[src/rtl/tbird_monitor.sv]
// Passive checker/decoder for the Thunderbird tail-light bus.
// Samples TLIGHT once, then tracks the lamp sequence, reports the recognised
// mode, counts completed flash cycles and flags illegal lamp transitions.
// Outputs lag the bus by two clock edges and are all registered.
module tbird_monitor #(
  parameter int HOLD_MAX    = 1,   // 1..15 consecutive samples of one non-zero pattern
  parameter int IDLE_CYCLES = 4    // 1..255 consecutive all-off samples to declare IDLE
) (
  input  logic       CLK,
  input  logic       RST,
  input  logic [7:0] TLIGHT,
  output logic [2:0] MODE,
  output logic       ERR,
  output logic [7:0] CYCLES,
  output logic [7:0] ERR_CNT
);

  typedef enum logic [3:0] {
    TZ, TL1, TL2, TL3, TR1, TR2, TR3, TH, TUNK
  } trk_e;

  typedef enum logic [2:0] {
    MODE_IDLE    = 3'd0,
    MODE_LEFT    = 3'd1,
    MODE_RIGHT   = 3'd2,
    MODE_HAZARD  = 3'd3,
    MODE_UNKNOWN = 3'd4
  } mode_e;

  localparam logic [3:0] HOLD_LIMIT = 4'(HOLD_MAX);
  localparam logic [7:0] IDLE_LIMIT = 8'(IDLE_CYCLES);

  logic [5:0] tl_d, tl_q;
  trk_e       trk_d, trk_q;
  logic [3:0] hold_d, hold_q;
  logic [7:0] idle_d, idle_q;
  mode_e      mode_d, mode_q;
  logic       err_d, err_q;
  logic [7:0] cyc_d, cyc_q;
  logic [7:0] ecnt_d, ecnt_q;

  // Pattern decode of the registered bus sample.
  logic pat_legal;
  trk_e pat_state;
  logic is_z;

  // Lamp bits [7:6] carry nothing of interest and are dropped at the input.
  assign tl_d = TLIGHT[5:0];
  assign is_z = (tl_q == 6'h00);

  // Map the sampled lamp pattern to the tracker state it represents.
  always_comb begin
    // NOTE: every variable written here gets a default first, so no path
    // through the case leaves it unassigned and no latch is inferred.
    pat_legal = 1'b1;
    pat_state = TUNK;
    case (tl_q)
      6'h00:   pat_state = TZ;
      6'h08:   pat_state = TL1;
      6'h18:   pat_state = TL2;
      6'h38:   pat_state = TL3;
      6'h01:   pat_state = TR1;
      6'h03:   pat_state = TR2;
      6'h07:   pat_state = TR3;
      6'h3F:   pat_state = TH;
      default: pat_legal = 1'b0;
    endcase
  end

  // Transition legality, completion detection and next-state of all counters.
  logic  bad;
  logic  is_repeat;
  logic  step_ok;
  logic  comp;
  mode_e comp_mode;

  always_comb begin
    trk_d     = trk_q;
    hold_d    = hold_q;
    mode_d    = mode_q;
    cyc_d     = cyc_q;
    ecnt_d    = ecnt_q;
    err_d     = 1'b0;
    bad       = 1'b0;
    comp      = 1'b0;
    comp_mode = MODE_IDLE;
    is_repeat = 1'b0;
    step_ok   = 1'b0;

    // Consecutive all-off samples, saturating so a long idle never wraps.
    if (is_z) idle_d = (idle_q == 8'hFF) ? idle_q : idle_q + 8'd1;
    else      idle_d = 8'd0;

    if (trk_q == TUNK) begin
      // Lost sync: wait silently for all lamps off, then resynchronise.
      if (is_z) begin
        trk_d  = TZ;
        hold_d = 4'd1;
      end
    end else begin
      is_repeat = pat_legal && (pat_state == trk_q);
      case (trk_q)
        TZ:      step_ok = (pat_state == TL1) || (pat_state == TR1) || (pat_state == TH);
        TL1:     step_ok = (pat_state == TL2);
        TL2:     step_ok = (pat_state == TL3);
        TR1:     step_ok = (pat_state == TR2);
        TR2:     step_ok = (pat_state == TR3);
        default: step_ok = 1'b0;
      endcase

      if (!pat_legal)     bad = 1'b1;
      else if (is_repeat) bad = !is_z && (hold_q >= HOLD_LIMIT);
      else                bad = !is_z && !step_ok;

      if (!bad) begin
        trk_d  = pat_state;
        hold_d = !is_repeat ? 4'd1 : (hold_q == 4'hF) ? hold_q : hold_q + 4'd1;
        // TL3/TR3 are reachable only through the full chain from TZ, so
        // reaching Z from them already implies a complete flash cycle.
        if (is_z) begin
          case (trk_q)
            TL3: begin comp = 1'b1; comp_mode = MODE_LEFT;   end
            TR3: begin comp = 1'b1; comp_mode = MODE_RIGHT;  end
            TH:  begin comp = 1'b1; comp_mode = MODE_HAZARD; end
            default: ;
          endcase
        end
      end
    end

    // Output update, highest priority first: error, completion, idle.
    if (bad) begin
      trk_d  = TUNK;
      hold_d = 4'd0;
      err_d  = 1'b1;
      ecnt_d = (ecnt_q == 8'hFF) ? ecnt_q : ecnt_q + 8'd1;
      mode_d = MODE_UNKNOWN;
      cyc_d  = 8'd0;
    end else if (comp) begin
      if (mode_q == comp_mode) begin
        cyc_d = (cyc_q == 8'hFF) ? cyc_q : cyc_q + 8'd1;
      end else begin
        mode_d = comp_mode;
        cyc_d  = 8'd1;
      end
    end else if ((idle_d == IDLE_LIMIT) && (mode_q != MODE_IDLE)) begin
      mode_d = MODE_IDLE;
      cyc_d  = 8'd0;
    end
  end

  // Input sample register plus all tracker, counter and output state.
  always_ff @(posedge CLK) begin
    // NOTE: state is updated with non-blocking assignments so every flop
    // sees the pre-edge value of the others, independent of statement order.
    if (RST) begin
      tl_q   <= 6'h00;
      trk_q  <= TZ;
      hold_q <= 4'd0;
      idle_q <= 8'd0;
      mode_q <= MODE_IDLE;
      err_q  <= 1'b0;
      cyc_q  <= 8'd0;
      ecnt_q <= 8'd0;
    end else begin
      tl_q   <= tl_d;
      trk_q  <= trk_d;
      hold_q <= hold_d;
      idle_q <= idle_d;
      mode_q <= mode_d;
      err_q  <= err_d;
      cyc_q  <= cyc_d;
      ecnt_q <= ecnt_d;
    end
  end

  assign MODE    = mode_q;
  assign ERR     = err_q;
  assign CYCLES  = cyc_q;
  assign ERR_CNT = ecnt_q;

endmodule
[config.mk]
export PLATFORM = sky130hd
export DESIGN_NAME = tbird_monitor
export DESIGN_NICKNAME = d
export VERILOG_FILES = /design/src/rtl/tbird_monitor.sv
export SDC_FILE = /design/constraint.sdc
export NUM_CORES = 1
export LEC_CHECK = 0
export CORE_ASPECT_RATIO = 1.25
export CORE_UTILIZATION = 45
export CTS_CLUSTER_DIAMETER = 60
export CTS_CLUSTER_SIZE = 30
export DETAILED_ROUTE_END_ITERATION = 10
export PLACE_DENSITY = 0.7
export SLEW_MARGIN = 30
export SYNTH_ARGS = -nofsm -noshare
export SYNTH_HDL_FRONTEND = slang
export SYNTH_SLANG_ARGS = --single-unit
[constraint.sdc]
create_clock -name CLK -period 2.78 [get_ports CLK]
set_input_delay 0.556 -clock CLK [delete_from_list [all_inputs] [get_ports CLK]]
set_output_delay 0.556 -clock CLK [all_outputs]
set_load 0.005 [all_outputs]
# Word level (Yosys, flattened, before mapping)
# Index checks and enable logic that the tools add are counted.
[totals]
regBits = 42
in_bits = 10
[classes]
n_addsub = 4
magnitude_cmp = 1
eq_ne = 37
mux = 36
n_bitwise = 1
reduce_logical = 23
[op_table]
columns = ["cell", "n"]
rows = [
  ["2-to-1 mux 8 bit", 6],
  ["2-to-1 mux 4 bit", 9],
  ["equality test 4 x 3 -> 1 bit (second input constant)", 8],
  ["case mux 4 bit (8 select lines)", 1],
  ["adder 8 x 1 -> 8 bit (second input constant)", 3],
  ["equality test 8 bit (second input constant)", 3],
  ["equality test 4 x 2 -> 1 bit (second input constant)", 4],
  ["inequality test 3 bit (second input constant)", 5],
  ["equality test 6 bit (second input constant)", 2],
  ["2-to-1 mux 3 bit", 4],
  ["AND reduction 2 bit", 6],
  ["2-to-1 mux 1 bit", 11],
  ["equality test 4 x 1 -> 1 bit (second input constant)", 2],
  ["equality test 4 bit (second input constant)", 2],
  ["equality test 8 x 3 -> 1 bit (second input constant)", 1],
  ["OR reduction 8 bit", 1],
  ["equality test 6 x 1 -> 1 bit (second input constant)", 1],
  ["equality test 6 x 2 -> 1 bit (second input constant)", 1],
  ["equality test 6 x 3 -> 1 bit (second input constant)", 1],
  ["equality test 6 x 4 -> 1 bit (second input constant)", 1],
  ["equality test 6 x 5 -> 1 bit (second input constant)", 1],
  ["logical NOT 6 bit", 1],
  ["2-to-1 mux 2 bit", 3],
  ["inequality test 2 bit (second input constant)", 3],
  ["other kinds (16)", 22],
]

# Longest topological paths before layout
[logic_depth]
depth_word = 18
depth_mapped = 10
depth_no_buf = 9

# Least setup slack after synthesis
# OpenSTA, ideal clock, no wires.
[synth_path]
kind = "reg2reg"
start = "reg tl_q[3]"
end = "reg cyc_q[0], in the netlist CYCLES[0]"
setup_time_ns = 0.128
t_arrival_ns = 2.488
t_required_ns = 2.652
slack_ns = 0.164
stages_incl_launch_ff = 10
path_buffers = 1
period_less_slack_ns = 2.616
cell_sequence = "dfxtp_1 -> or4_4 -> or2_1 -> buf_6 -> a2111oi_4 -> o21ai_2 -> o41ai_4 -> o21a_1 -> mux2i_1 -> nor2_1"
[synth_between]
elab_chain_len = 17
elab_cells_between_ends = 48
cone_classes = "eq/ne (18); mux (17); reduce/logical (13)"
[synth_lines]
columns = ["item", "line", "text"]
rows = [
  ["from (decl)", "33", "logic [5:0] tl_d, tl_q;"],
  ["from (signal assigned)", "166", "tl_q <= tl_d;"],
  ["equality test 6 bit, or another cell as far along", "57", "case (tl_q)"],
  ["case mux 4 bit (8 select lines)", "57", ""],
  ["equality test 4 x 1 -> 1 bit or equality test 4 x 3 -> 1 bit (tied branches)", "103", "TZ: step_ok = (pat_state == TL1) || (pat_state == TR1) || (pat_state == TH);"],
  ["logical OR 1 bit (2 in a row)", "103", ""],
  ["case mux 1 bit (5 select lines)", "102", "case (trk_q)"],
  ["2-to-1 mux 1 bit", "94", "if (trk_q == TUNK) begin"],
  ["logical NOT 1 bit", "113", "else bad = !is_z && !step_ok;"],
  ["logical AND 1 bit", "113", ""],
  ["2-to-1 mux 1 bit", "112", "else if (is_repeat) bad = !is_z && (hold_q >= HOLD_LIMIT);"],
  ["2-to-1 mux 1 bit", "111", "if (!pat_legal) bad = 1'b1;"],
  ["2-to-1 mux 1 bit", "94", ""],
  ["2-to-1 mux 2 bit", "115", "if (!bad) begin"],
  ["2-to-1 mux 2 bit", "94", ""],
  ["equality test 3 bit", "140", "if (mode_q == comp_mode) begin"],
  ["inequality test 3 bit (no source line) or 2-to-1 mux 8 bit (tied branches)", "n/a", ""],
  ["AND reduction 2 bit (no source line) or 2-to-1 mux 8 bit (tied branches)", "n/a", ""],
  ["to (signal assigned)", "172", "cyc_q <= cyc_d;"],
  ["to (decl)", "39", "logic [7:0] cyc_d, cyc_q;"],
]
# Parallel ways exist; a longest one is shown, timed or not. The select of a mux whose other input is x is not followed.
# A chain may end at the register's enable or synchronous reset.

# Final worst setup path
# Same ends and word-level chain as after synthesis.

==> impl_metrics.ini <==
[timing]
finalSetupViolations = 0
tightestPinTransition_ps = 530
slew_violations = 0
clock_skew_ps = 2.44
fmax_mhz = 387
setup_tns_ps = 0
final.period_utilization_pct = 93.0
relSlewSlack_pct = 64.6
rsz0062_at_grt = false
hold_viol_final = 0
post-route-min-period_ps = 2580
holdWs_ps = 503

[critical_path]
cp_top_family = compound AO/OA/AOI/OAI gates
crit_chain = or4_4 -> or2_4 -> a2111oi_4 -> o21ai_2 -> o41ai_4 -> o21a_2 -> mux2i_1 -> nor2_1
cp-end-kind = flop
crit_slowest_cell = or4_4
worstSetupPathType = flop to flop
arrival_ps = 2760
cp.buffers_inverters = 0
critPathRequiredTime_ps = 2950
max_stage_delay_ps = 570
critPathMaxFanout = 7
cp-start-kind = flop

[logic_synthesis]
yosys.area.top_type = dfxtp_1
yosys-top-cells-count = dfxtp_1, a21oi_1, nor2_1
synth.most_common_cell = dfxtp_1
synthCells = 286
ys_warn_count = 0
synth_fp_nets = 302
seq_area_frac_synth_pct = 36.0
synth-async-reset-ratio_pct = 0
ys.flop_type = dfxtp_1
synth.avg_cell_area_um2 = 8.17
synth_edf_count = 0
yosys_register_bits = 42
syn_area_um2 = 2340
synth_cell_types = 55
synth_top_area_share_pct = 36.0
synth.top_cells.by_area = dfxtp_1, a21oi_1, nand3_1

[layout]
post-route-util_pct = 58.2
nNetsFinal = 336
layout-drive-gt1-share_pct = 11.5
ff_latch_area_um2 = 842
num_antenna_cells = 0
postLayoutCellArea_um2 = 2830
num-fill-cells = 470
multi_input_area_um2 = 1420
syn2layout_area_growth_pct = 21.3

[clock_tree]
cts_max_level = 2
cts_hold_buf = 0
clk_pin_slew_worst_paths_ps = 80
clock_latency_ps = 300
cts_buffer_depth = 2
cts_made_buffers = 5
cts_sinks = 42
cts_tree = yes
clock-root-buffer = clkbuf_8
post-cts-setup-buffers = 0

[drt]
dr_total_vias = 2225
drtIter0Drc = 69
ant_nets = 0
drc = 0
wl_um = 5470
wire_per_inst_um = 14.3
vias_per_cell = 5.84
dr.pass1.iters = 4

[job]
drv_cap = 0

[floorplan]
pin_count = 30
core_area_um2 = 4870
die_h_um = 82.6
die_area_um2 = 5480
start_util_pct = 48.0
die_x_um = 66.4
rows = 28

[placed_design]
place.gp.congestion = 0.878
numPortBuffers = 27
hpwl_um = 3900
place_area_um2 = 2720

[global_route]
grt_pass1_vias = 2073
grt_pass1_wl_um = 9040
antenna_found_initial = 0
grt_usage_pct = 21.4
gr-total-overflow = 0
grt_max_degree = 27

[status]
status = completed

[pwr]
power_mw = 1.28
power.density_nw_per_um2 = 453
vdd_drop_max_v = 0.000314
p_leak_nw = 0.999

[hold_path]
hp-class = flop to flop
==> state kept, by name (all words and copies together), names as in the netlist <==
register	count
CYCLES	8
ERR	1
ERR_CNT	8
MODE	3
hold_q	4
idle_q	8
tl_q	6
trk_q	4
==> tightest hold or removal path, cell delays in order (launching register included) <==
cell and delay, ps:
dfxtp_1 340, nand2_1 70, a21oi_1 50
==> routing by layer <==
metal / global-route usage (%) / share of wire (%)
met1: 24.7 / 45
met2: 37.2 / 49
met3: 4.12 / 2.8
met4: 11.3 / 3.4
met5: 0 / 0
==> what timing repair did <==
action | in CTS | in global routing
pin swaps | 0 | 1
endpoints found under the setup margin | 1 | 8
gates resized for setup | 1 | 6
==> cell families (layout without fill, tap and decap cells) <==
group,Yosys count,count (layout),share of synthesized area (%)
adder cells (fa/ha/maj),6,6,3.21
XOR/XNOR,5,5,1.88
buffers and inverters,22,57,3.96
AND/OR/NAND/NOR,134,134,31.5
multiplexers,5,5,2.14
flip-flops,42,42,36.0
AO/OA/AOI/OAI,72,72,21.3
==> path summary, 6_finish.rpt <==
path	start	end	slack (ps)	cells past startpoint
max	tl_q[3]	CYCLES[0]	200	8
max reg2reg	tl_q[3]	CYCLES[0]	200	8
min reg2reg	CYCLES[3]	CYCLES[3]	500	2
min	CYCLES[3]	CYCLES[3]	500	2
==> report_power, final <==
group / switching, mW / total (mW) / internal, mW
Sequential: 0.0334 / 0.657 / 0.624
Combinational: 0.114 / 0.212 / 0.0987
Clock: 0.215 / 0.415 / 0.200
==> through the flow <==
stage / instances / setup WS, ps
after detailed placement: 373 / 7.04
after CTS: 381 / 18.4
after global routing: 381 / 17.1
after global placement: 373 / 7.45
final: 381 / 195
after floorplan: 286 / 164
==> cell type report <==
type                            count  area share (%)
Clock buffer                        6            2.92
Clock inverter                      2           0.442
Inverter                           10            1.33
Multi-Input combinational cell    222            50.2
Sequential cell                    42            29.7
Tap cell                           60            2.65
Timing Repair Buffer               39            12.7
==> layout by cell type, fill, tap and decap left out, types with 2 or more instances in the layout <==
| cell | n |
|---|---|
| o21ai_0 | 10 |
| o2111ai_1 | 2 |
| mux2i_1 | 5 |
| a21oi_1 | 23 |
| and4_1 | 3 |
| and2_1 | 2 |
| o21ai_1 | 2 |
| a211oi_1 | 5 |
| nor3_1 | 9 |
| clkdlybuf4s50_1 | 27 |
| nor4_1 | 2 |
| nand2_1 | 17 |
| nand4_1 | 6 |
| a31oi_1 | 5 |
| xnor2_1 | 2 |
| or3_1 | 10 |
| nor2b_1 | 10 |
| a2111oi_0 | 3 |
| ha_1 | 6 |
| buf_4 | 12 |
| o211ai_1 | 3 |
| nand3b_1 | 2 |
| or4_4 | 2 |
| or2_2 | 3 |
| inv_1 | 10 |
| xor2_1 | 3 |
| o21a_1 | 3 |
| o21ai_2 | 2 |
| dfxtp_1 | 41 |
| nand3_1 | 19 |
| nor2_1 | 24 |
| clkbuf_8 | 6 |
| nand2b_1 | 9 |
| and3_1 | 8 |
(Power assumes the default switching activity.)
